## config.mk

```make
export PLATFORM = sky130hd
export DESIGN_NAME = column_select_rx
export DESIGN_NICKNAME = d
export VERILOG_FILES = /design/src/rtl/column_select_rx.sv
export SDC_FILE = /design/constraint.sdc
export NUM_CORES = 1
export LEC_CHECK = 0
export ABC_AREA = 1
export BUFFER_PORTS_ARGS = -buffer_cell sky130_fd_sc_hd__buf_2
export CAP_MARGIN = 15
export CORE_AREA = 2 2 57 59
export CTS_BUF_LIST = sky130_fd_sc_hd__clkbuf_4 sky130_fd_sc_hd__clkbuf_8
export DETAILED_ROUTE_END_ITERATION = 10
export DIE_AREA = 0 0 59 61
export PLACE_DENSITY_LB_ADDON = 0.15
export RECOVER_POWER = 25
export SLEW_MARGIN = 20
export SYNTH_ARGS = -nofsm -noshare
export SYNTH_HDL_FRONTEND = slang
export SYNTH_SLANG_ARGS = --single-unit
```

## constraint.sdc

```tcl
create_clock -name clk -period 3.6 [get_ports clk]
set_input_delay 0.72 -clock clk [delete_from_list [all_inputs] [get_ports clk]]
set_output_delay 0.72 -clock clk [all_outputs]
set_load 0.1 [all_outputs]
```

## src/rtl/column_select_rx.sv

```systemverilog
// Receive-side model of the column-select serial chain (595-style shift + storage registers),
// oversampled on clk, with protocol monitoring of frame length and column one-hotness.
module column_select_rx #(
  parameter int unsigned COLUMN_NUMBER = 3,
  parameter int unsigned SYNC_STAGES   = 2,
  parameter int unsigned CNT_W         = 16
) (
  input  logic                     clk,
  input  logic                     rst,
  input  logic                     ser,
  input  logic                     ser_clk,
  input  logic                     stcp,
  input  logic                     enable,
  output logic [COLUMN_NUMBER-1:0] columns,
  output logic                     extra_bit_out,
  output logic                     latch_pulse,
  output logic                     count_err,
  output logic                     multi_sel_err,
  output logic [CNT_W-1:0]         latch_cnt
);

  localparam int unsigned CHAIN = COLUMN_NUMBER + 1;
  localparam int unsigned BCW   = $clog2(2 * CHAIN + 1);
  localparam int unsigned PW    = $clog2(COLUMN_NUMBER + 1) + 1;

  localparam logic [BCW-1:0] BitMax  = BCW'(2 * CHAIN);
  localparam logic [BCW-1:0] BitExp  = BCW'(CHAIN);
  localparam logic [PW-1:0]  PopOne  = PW'(1);

  // Synchronizer lanes: [0] ser, [1] ser_clk, [2] stcp, [3] enable.
  logic [3:0]             sync_q [SYNC_STAGES];
  logic [3:0]             sync_d [SYNC_STAGES];
  logic [1:0]             prev_q, prev_d;
  logic [CHAIN-1:0]       shift_q, shift_d;
  logic [CHAIN-1:0]       storage_q, storage_d;
  logic [BCW-1:0]         bit_cnt_q, bit_cnt_d;
  logic                   latch_pulse_q, latch_pulse_d;
  logic                   count_err_q, count_err_d;
  logic                   multi_sel_err_q, multi_sel_err_d;
  logic [CNT_W-1:0]       latch_cnt_q, latch_cnt_d;

  logic                   ser_sync, sclk_sync, stcp_sync, enable_sync;
  logic                   sclk_rise, stcp_rise;
  logic [PW-1:0]          pop_cnt;

  assign ser_sync    = sync_q[SYNC_STAGES-1][0];
  assign sclk_sync   = sync_q[SYNC_STAGES-1][1];
  assign stcp_sync   = sync_q[SYNC_STAGES-1][2];
  assign enable_sync = sync_q[SYNC_STAGES-1][3];

  assign sclk_rise = sclk_sync & ~prev_q[0];
  assign stcp_rise = stcp_sync & ~prev_q[1];

  always_comb begin
    sync_d[0] = {enable, stcp, ser_clk, ser};
    for (int unsigned i = 1; i < SYNC_STAGES; i++) begin
      sync_d[i] = sync_q[i-1];
    end
    prev_d = {stcp_sync, sclk_sync};
  end

  always_comb begin
    pop_cnt = '0;
    for (int unsigned i = 0; i < COLUMN_NUMBER; i++) begin
      pop_cnt = pop_cnt + {{(PW-1){1'b0}}, shift_q[i]};
    end
  end

  always_comb begin
    shift_d         = shift_q;
    storage_d       = storage_q;
    bit_cnt_d       = bit_cnt_q;
    latch_pulse_d   = 1'b0;
    count_err_d     = count_err_q;
    multi_sel_err_d = multi_sel_err_q;
    latch_cnt_d     = latch_cnt_q;

    if (sclk_rise) begin
      shift_d = {shift_q[CHAIN-2:0], ser_sync};
      if (bit_cnt_q != BitMax) begin
        bit_cnt_d = bit_cnt_q + BCW'(1);
      end
    end

    // Latch samples the pre-shift word; a coincident shift opens the next frame.
    if (stcp_rise) begin
      storage_d       = shift_q;
      latch_pulse_d   = 1'b1;
      latch_cnt_d     = latch_cnt_q + CNT_W'(1);
      count_err_d     = (bit_cnt_q != BitExp);
      multi_sel_err_d = (pop_cnt > PopOne);
      bit_cnt_d       = sclk_rise ? BCW'(1) : '0;
    end
  end

  always_ff @(posedge clk or negedge rst) begin
    if (!rst) begin
      for (int unsigned i = 0; i < SYNC_STAGES; i++) begin
        sync_q[i] <= '0;
      end
      prev_q          <= '0;
      shift_q         <= '0;
      storage_q       <= '0;
      bit_cnt_q       <= '0;
      latch_pulse_q   <= 1'b0;
      count_err_q     <= 1'b0;
      multi_sel_err_q <= 1'b0;
      latch_cnt_q     <= '0;
    end else begin
      for (int unsigned i = 0; i < SYNC_STAGES; i++) begin
        sync_q[i] <= sync_d[i];
      end
      prev_q          <= prev_d;
      shift_q         <= shift_d;
      storage_q       <= storage_d;
      bit_cnt_q       <= bit_cnt_d;
      latch_pulse_q   <= latch_pulse_d;
      count_err_q     <= count_err_d;
      multi_sel_err_q <= multi_sel_err_d;
      latch_cnt_q     <= latch_cnt_d;
    end
  end

  assign columns       = storage_q[COLUMN_NUMBER-1:0] & {COLUMN_NUMBER{enable_sync}};
  assign extra_bit_out = storage_q[CHAIN-1];
  assign latch_pulse   = latch_pulse_q;
  assign count_err     = count_err_q;
  assign multi_sel_err = multi_sel_err_q;
  assign latch_cnt     = latch_cnt_q;

endmodule

```

# == Word level (Yosys, flattened, before mapping) ==
# Cells that the tools add are included.
# word_totals
reg_bits,41
latchBits,0
ram_bits,0
romBits,0
inputBits,6
out_inout_bits,23
elab_cells,30
memories,0
# classes
addsub,4
multipliers,0
div_mod_pow,0
order_cmp,1
eq_ne,2
shifts,0
mux,5
n_bitwise,5
n_reduce_logical,3
# op_table
operator,count
$add 16x1->16 const B,1
$mux 4,3
$add 4x1->4 const B,1
$ne 4x3->1 const B,1
$ne 4x4->1 const B,1
$reduce_bool 2->1,2
$add 2x1->3,1
$and 3x3->3,1
$gt 3x1->1 const B,1
$add 1x1->2,1
$and 1x1->1,2
$mux 1,2
$not 1->1,2
$reduce_and 2->1,1

# == Longest topological paths before layout ==
# Gate-level depths: netlist (run 1).
# logic_depth
word_depth,4
ltp_mapped,8
depth_no_buf,8

# == Worst setup path before layout (run 1) ==
# Ideal clock, no wire load.
# synth_timing
path_type,register to register
startpoint,register latch_cnt_q[0] (netlist: latch_cnt[0])
endpoint,register latch_cnt_q[12] (netlist: latch_cnt[12])
setup_ns,0.114
arrival_time_ns,1.889
t_required_ns,3.486
slack_ns,1.597
path_stages_with_launch,9
n_path_buf,0
period_less_slack_ns,2.003
cell_sequence,dfrtp_1 ha_1 inv_1 nor2_4 nand2_1 nor2_1 nand3_1 nand2_1 inv_1
# synth_between
elab_chain_cells,1
# synth_lines
element,line_no,source
from (decl),40,"logic [CNT_W-1:0] latch_cnt_q, latch_cnt_d;"
from (signal assigned),120,latch_cnt_q <= latch_cnt_d;
$add 16x1->16,89,latch_cnt_d = latch_cnt_q + CNT_W'(1);
# Every way passes these cells.
# A chain may end at the register's enable or synchronous reset.

==> out/results.tsv, run 1 <==
stage	metric	value	unit
cts	number of buffers inserted by hold repair at cts	0	
timing	achievable clock frequency	0.468	GHz
cts	CTS Buffer Depth	2	
synthesis	Post-Synthesis Cell Area	1760	µm²
place	PortBufs	28	
cts	insertion delay to the later sink of the worst-skew pair	350	ps
timing	Sum Neg Setup Slack	0	ps
route	starting DRC count in detailed routing	54	
floorplanning	floorplan die height	61	µm
timing	Final Setup Violations	0	
finish	ratio of cells with drive above 1 in the final layout	17.7	%
timing	worst slew pin tran	2070	ps
setup_path	Req. time, crit path	3660	ps
route	wire per inst	12.0	µm
synthesis	count of mapped cells out of synthesis	191	
cts	number of clock buffers inserted by TritonCTS	5	
finish	area of combinational cells with multiple inputs	614	µm²
synthesis	post-synthesis xor/xnor area fraction	4.98	%
power	Net Sw Power	0.553	mW
global_route	vias in the first global route	1254	
power	Cell Int Power	0.742	mW
route	count of vias placed by the detailed router	1311	
timing	normalized max-slew margin	-38.3	%
status	status	finished, violations left	
setup_path	top cell family by delay on the critical path	buffers and inverters	
finish	most common cell after layout, fill and taps aside	nand2_1	
route	number of remaining DRC errors	0	
finish	flip-flop and latch area	1030	µm²
global_route	number of antenna violations at the first check in global routing	0	
synthesis	fraction of the mapped netlist area in compound gates	3.84	%
setup_path	CP endpoint kind	async pin	
place	final weighted congestion in routability-driven placement	0.845	
setup_path	cells along the critical path	clkbuf_1	
timing	unrepaired setup endpoints after global routing	no	
setup_path	Crit Path Category	input pin to async pin	
synthesis	synthesis-stage register bit count	41	
synthesis	Mapped Nets	201	
floorplanning	core box area	2950	µm²
setup_path	arrival time of the worst setup path	2190	ps
floorplanning	Starting Density	59.6	%
power	P_leak	1.09	nW
power	Flop pwr share	44.6	%
timing	Layout Skew	13.2	ps
timing	number of slew-limit violations in the final report	42	
global_route	first-pass GRT wire length	5280	µm
route	number of iterations in the first detailed-routing pass	4	
synthesis	main combinational cell family by area after synthesis	simple AND/OR/NAND/NOR gates	
synthesis	sequential fraction of the synthesis area	58.3	%
timing	period utilisation layout	59.3	%
floorplanning	std cell rows	20	
power	combinational group share of total power	32.2	%
place	HPWL reported at the end of detailed placement	2280	µm
power	power share of the clock group	23.2	%
finish	diodes inserted	0	
setup_path	CP max FO	41	
worst_hold_path	worst hold path type	flip-flop to flip-flop	
setup_path	Setup crit start kind	input pin	
synthesis	distinct cell type count after synthesis	19	
cts	maximum level of the CTS H-tree	2	
route	vias per cell	5.06	
finish	growth of design area from synthesis to finish	14.1	%
cts	clock sink count	41	
flow_run	maximum capacitance violations	1	
synthesis	Avg Cell Area, Syn	9.22	µm²
finish	leading cell types in the layout, fill and taps excluded	nand2_1 (53), dfrtp_1 (41), inv_1 (27), buf_2 (27), nor2_1 (17)	
cts	clock tree from TritonCTS	yes	
timing	number of hold-slack violations in the final timing report	0	
route	antenna viol nets, final	0	
synthesis	area share of and/or/nand/nor cells after synthesis	23.8	%
timing	worst-case hold slack	360	ps
cts	PostCTS Resize Cnt	0	
cts	clk slew on worst S/H paths	110	ps
power	PD cells	645	nW/µm²
setup_path	Buf+Inv Stages, Crit Path	1	
cts	cell at the root of the clock tree	clkbuf_4	
setup_path	maximum cell stage delay along the critical path	1450	ps
global_route	global routing usage summed across all routing layers	20.2	%
status	failing checks	capacitance limit, slew limit	
setup_path	cell with the largest stage delay on the worst path	clkbuf_1	
timing	final critical path time including I/O delays and setup	2140	ps
floorplanning	top-level I/O count	29	
finish	count of nets after finishing	235	
global_route	largest net degree at the start of global routing	42	
global_route	grt total ovfl	0	
synthesis	synthesis warning total	0	
floorplanning	die width	59	µm
synthesis	mux share of post-synthesis cell area	0	%
route	final routed wirelength across all metal layers	3120	µm
power	Peak supply drop	0.276	mV
power	Switching Share	42.7	%
floorplanning	die footprint	3600	µm²
cts	number of setup buffers added after CTS	0	
finish	end-of-flow core utilization	68.1	%
synthesis	Adder-Cell Fraction of Synth Area	2.84	%
finish	Filler Cell Count	242	
-- state kept, by name (all words and copies together), names as in the netlist --
| register | flops |
|---|---|
| enable_sync | 1 |
| ser_sync | 1 |
| storage_q | 4 |
| prev_q | 2 |
| latch_pulse | 1 |
| multi_sel_err | 1 |
| sync_d | 4 |
| shift_q | 4 |
| prev_d | 2 |
| latch_cnt | 16 |
| bit_cnt_q | 4 |
| count_err | 1 |
-- area by class of cell --
| class | instances | share of cell area [%] |
|---|---|---|
| multi-input combinational | 121 | 30.6 |
| tap | 33 | 2.05 |
| clock inverter | 2 | 1.93 |
| timing repair buffer | 28 | 6.91 |
| inverter | 28 | 5.23 |
| sequential | 41 | 51.1 |
| clock buffer | 6 | 2.24 |
-- cell families after synthesis --
kind of cell,Yosys count
flops,41
simple gates,95
buf+inv,29
xor+xnor,10
compound gates,12
fa+ha+maj,4
-- final timing paths --
check	start	to	slack (ps)	cells past startpoint
setup / recovery	rst	latch_cnt[10]	1460	1
hold / removal	sync_d[3]	enable_sync	360	0
setup reg to reg	prev_q[1]	latch_cnt[12]	2000	8
hold reg to reg	sync_d[3]	enable_sync	360	0
max in group clk	latch_cnt[2]	latch_cnt[2]	1600	1
min in group asynchronous	rst	bit_cnt_q[2]	940	1
-- metrics by stage --
stage | area, µm² | std cells | setup WS (ps) | power, mW
3_5_place_dp | 1940 | 251 | 1990 | 1.01
6_report | 2010 | 259 | 1460 | 1.30
3_3_place_gp | 1940 | 251 | 2010 | 0.995
2_1_floorplan | 1760 | 191 | 1600 | 0.927
5_1_grt | 2010 | 259 | 1000 | 1.36
4_1_cts | 2020 | 259 | 1580 | 1.31
-- power by group through the flow --
stage	clock (mW)	sequential [mW]	combinational, mW
floorplan	0	0.813	0.114
global placement	0	0.580	0.415
detailed placement	0	0.586	0.421
CTS	0.313	0.577	0.422
global route	0.329	0.586	0.443
finish	0.301	0.577	0.417
-- cells in the mapped netlist --
| cell | instances | share of area (%) |
|---|---|---|
| nor2_1 | 16 | 3.4 |
| xnor2_1 | 4 | 2.0 |
| nand4_1 | 5 | 1.8 |
| nor3_1 | 3 | 0.85 |
| nand3_1 | 13 | 3.7 |
| nor2_2 | 1 | 0.36 |
| nand2_2 | 2 | 0.71 |
| dfrtp_1 | 41 | 58 |
| buf_2 | 1 | 0.28 |
| a21oi_2 | 1 | 0.50 |
| nand2_1 | 52 | 11 |
| inv_2 | 1 | 0.21 |
| ha_1 | 4 | 2.8 |
| inv_1 | 27 | 5.8 |
| xor2_1 | 6 | 3.0 |
| o21ai_0 | 8 | 2.3 |
| a41oi_1 | 1 | 0.50 |
| a21oi_1 | 2 | 0.57 |
| nor2_4 | 3 | 1.9 |
-- per-layer routing --
metal | part of all wire, % | track usage, % | routed length (µm) | vias up
li1 | - | - | - | 658
met1 | 45 | 26.5 | 1400 | 619
met2 | 49 | 31.1 | 1540 | 32
met3 | 5.2 | 4.48 | 163 | 2
met4 | 0.32 | 11.7 | 10 | 0
met5 | 0 | 0 | 0 | -
(Power assumes the default switching activity.)
==> run 2, diff against run 1 <==
--- a/config.mk
+++ b/config.mk
@@ -8,10 +8,10 @@
 export ABC_AREA = 1
 export BUFFER_PORTS_ARGS = -buffer_cell sky130_fd_sc_hd__buf_2
 export CAP_MARGIN = 15
-export CORE_AREA = 2 2 57 59
+export CORE_AREA = 2 2 59 61
 export CTS_BUF_LIST = sky130_fd_sc_hd__clkbuf_4 sky130_fd_sc_hd__clkbuf_8
 export DETAILED_ROUTE_END_ITERATION = 10
-export DIE_AREA = 0 0 59 61
+export DIE_AREA = 0 0 61 63
 export PLACE_DENSITY_LB_ADDON = 0.15
 export RECOVER_POWER = 25
 export SLEW_MARGIN = 20
==> constraint.sdc (replaced) <==
create_clock -name clk -period 2.2 [get_ports clk]
set_input_delay 0.44 -clock clk [delete_from_list [all_inputs] [get_ports clk]]
set_output_delay 0.44 -clock clk [all_outputs]
set_load 0.1 [all_outputs]
==> run 2 against run 1 <==
Net effect:
- critical endpoint is now latch_cnt[2]
- highest routed layer is now met3
- sequential power grew 64%
- utilization shrank 4.7 points
- design area grew 1.9%
- the flow now finishes without violations
- final cell count grew 5.4%
- via count grew 0.15%
- sequential cell count is the same
- register-to-register slack lost 1300 ps
- global-route usage shrank 0.51 points
- non-clock buffer count grew 1
- first-iteration DRC count grew 43%
==> out/results.tsv, run 2 (synthesized netlist as in run 1, its figures left out) <==
stage	metric	value	unit
floorplanning	floorplan die height	63	µm
place	final weighted congestion in routability-driven placement	0.778	
route	final routed wirelength across all metal layers	3160	µm
route	vias per cell	4.81	
timing	achievable clock frequency	0.580	GHz
floorplanning	std cell rows	21	
flow_run	maximum capacitance violations	0	
global_route	global routing usage summed across all routing layers	19.7	%
timing	worst setup margin	475	ps
timing	number of hold-slack violations in the final timing report	0	
finish	count of nets after finishing	236	
timing	period utilisation layout	78.4	%
setup_path	CP max FO	7	
finish	ratio of cells with drive above 1 in the final layout	19.8	%
power	PD cells	1050	nW/µm²
status	status	finished clean	
timing	unrepaired setup endpoints after global routing	no	
route	antenna viol nets, final	0	
cts	PostCTS Resize Cnt	0	
place	Post-Place Cells	265	
setup_path	R2R Setup Slk	720	ps
cts	number of buffers inserted by hold repair at cts	0	
cts	clk slew on worst S/H paths	110	ps
finish	flip-flop count of the largest register after layout	16	
finish	leading cell types in the layout, fill and taps excluded	nand2_1 (52), dfrtp_1 (41), buf_2 (28)	
timing	Layout Skew	9.25	ps
finish	final instance area	2050	µm²
setup_path	maximum cell stage delay along the critical path	480	ps
timing	Sum Neg Setup Slack	0	ps
timing	worst-case hold slack	203	ps
place	post-detailed-placement cell area	1960	µm²
finish	end-of-flow core utilization	63.3	%
finish	Filler Cell Count	283	
cts	number of setup buffers added after CTS	0	
cts	number of clock buffers inserted by TritonCTS	5	
worst_hold_path	worst hold path type	input pin to flip-flop	
cts	CTS Buffer Depth	2	
setup_path	Crit Path Category	flip-flop to output port	
global_route	largest net degree at the start of global routing	42	
setup_path	top cell family by delay on the critical path	flip-flops	
timing	worst slew pin tran	962	ps
finish	growth of design area from synthesis to finish	16.3	%
finish	fin cells	273	
power	P_leak	1.11	nW
setup_path	Req. time, crit path	1760	ps
timing	Final Setup Violations	0	
finish	diodes inserted	0	
place	worst setup slack before clock tree synthesis	761	ps
route	number of remaining DRC errors	0	
cts	maximum level of the CTS H-tree	2	
route	number of iterations in the first detailed-routing pass	4	
floorplanning	top-level I/O count	29	
floorplanning	core box area	3230	µm²
cts	clock sink count	41	
setup_path	CP endpoint kind	output port	
floorplanning	die footprint	3840	µm²
power	post-route total power	2.15	mW
power	Peak supply drop	0.519	mV
global_route	first-pass GRT wire length	5630	µm
route	wire per inst	11.6	µm
setup_path	Setup crit start kind	flip-flop	
place	HPWL reported at the end of detailed placement	2240	µm
global_route	number of antenna violations at the first check in global routing	0	
route	starting DRC count in detailed routing	77	
global_route	grt total ovfl	0	
route	count of vias placed by the detailed router	1313	
timing	final critical path time including I/O delays and setup	1720	ps
place	PortBufs	28	
global_route	vias in the first global route	1255	
timing	number of slew-limit violations in the final report	0	
timing	normalized max-slew margin	35.9	%
cts	cell at the root of the clock tree	clkbuf_4	
setup_path	cell with the largest stage delay on the worst path	dfrtp_1	
setup_path	Buf+Inv Stages, Crit Path	1	
cts	clock tree from TritonCTS	yes	
floorplanning	Starting Density	54.5	%
finish	most common cell after layout, fill and taps aside	nand2_1	
setup_path	arrival time of the worst setup path	1280	ps
setup_path	cells along the critical path	buf_2	
cts	insertion delay to the later sink of the worst-skew pair	340	ps
floorplanning	die width	61	µm
[run 2: cell type report]
class | instances | area (µm²) | share of cell area (%)
clock buffer | 7 | 58.8 | 2.87
clock inverter | 1 | 30.0 | 1.47
inverter | 28 | 105 | 5.13
multi-input combinational | 121 | 624 | 30.5
sequential | 41 | 1030 | 50.1
tap | 46 | 57.6 | 2.81
timing repair buffer | 29 | 145 | 7.09
[run 2: worst paths after layout]
| path | from | end | cells after the start |
|---|---|---|---|
| max | latch_cnt[2] | latch_cnt[2] | 1 |
| min | enable | sync_d[3] | 1 |
| max reg2reg | prev_q[1] | latch_cnt[12] | 8 |
| min reg2reg | sync_d[3] | enable_sync | 0 |
| max in group asynchronous | rst | latch_cnt[12] | 2 |
| min in group asynchronous | rst | bit_cnt_q[3] | 2 |
[run 2: worst register-to-register path, stage by stage (launching register included)]
cell and delay (ps):
dfrtp_1 420, inv_1 80, nand2_2 220, nor2_4 200, nand2_1 100, nor2_1 170
nand3_1 90, nand2_1 70, inv_1 40
[run 2: where the power goes]
| part | total, mW | internal (mW) | switching [mW] |
|---|---|---|---|
| registers | 0.948 | 0.846 | 0.103 |
| logic | 0.693 | 0.117 | 0.575 |
| clock network | 0.513 | 0.284 | 0.229 |
[run 2: routing by layer]
metal  wire length [µm]  part of all wire (%)  GRT usage, %  up-vias
met2               1510                    48          28.2       30
met5                  0                     0             0        -
met3                121                   3.8          6.00        0
li1                   -                     -             -      661
met4                  0                     0          4.89        0
met1               1530                    48          29.1      622
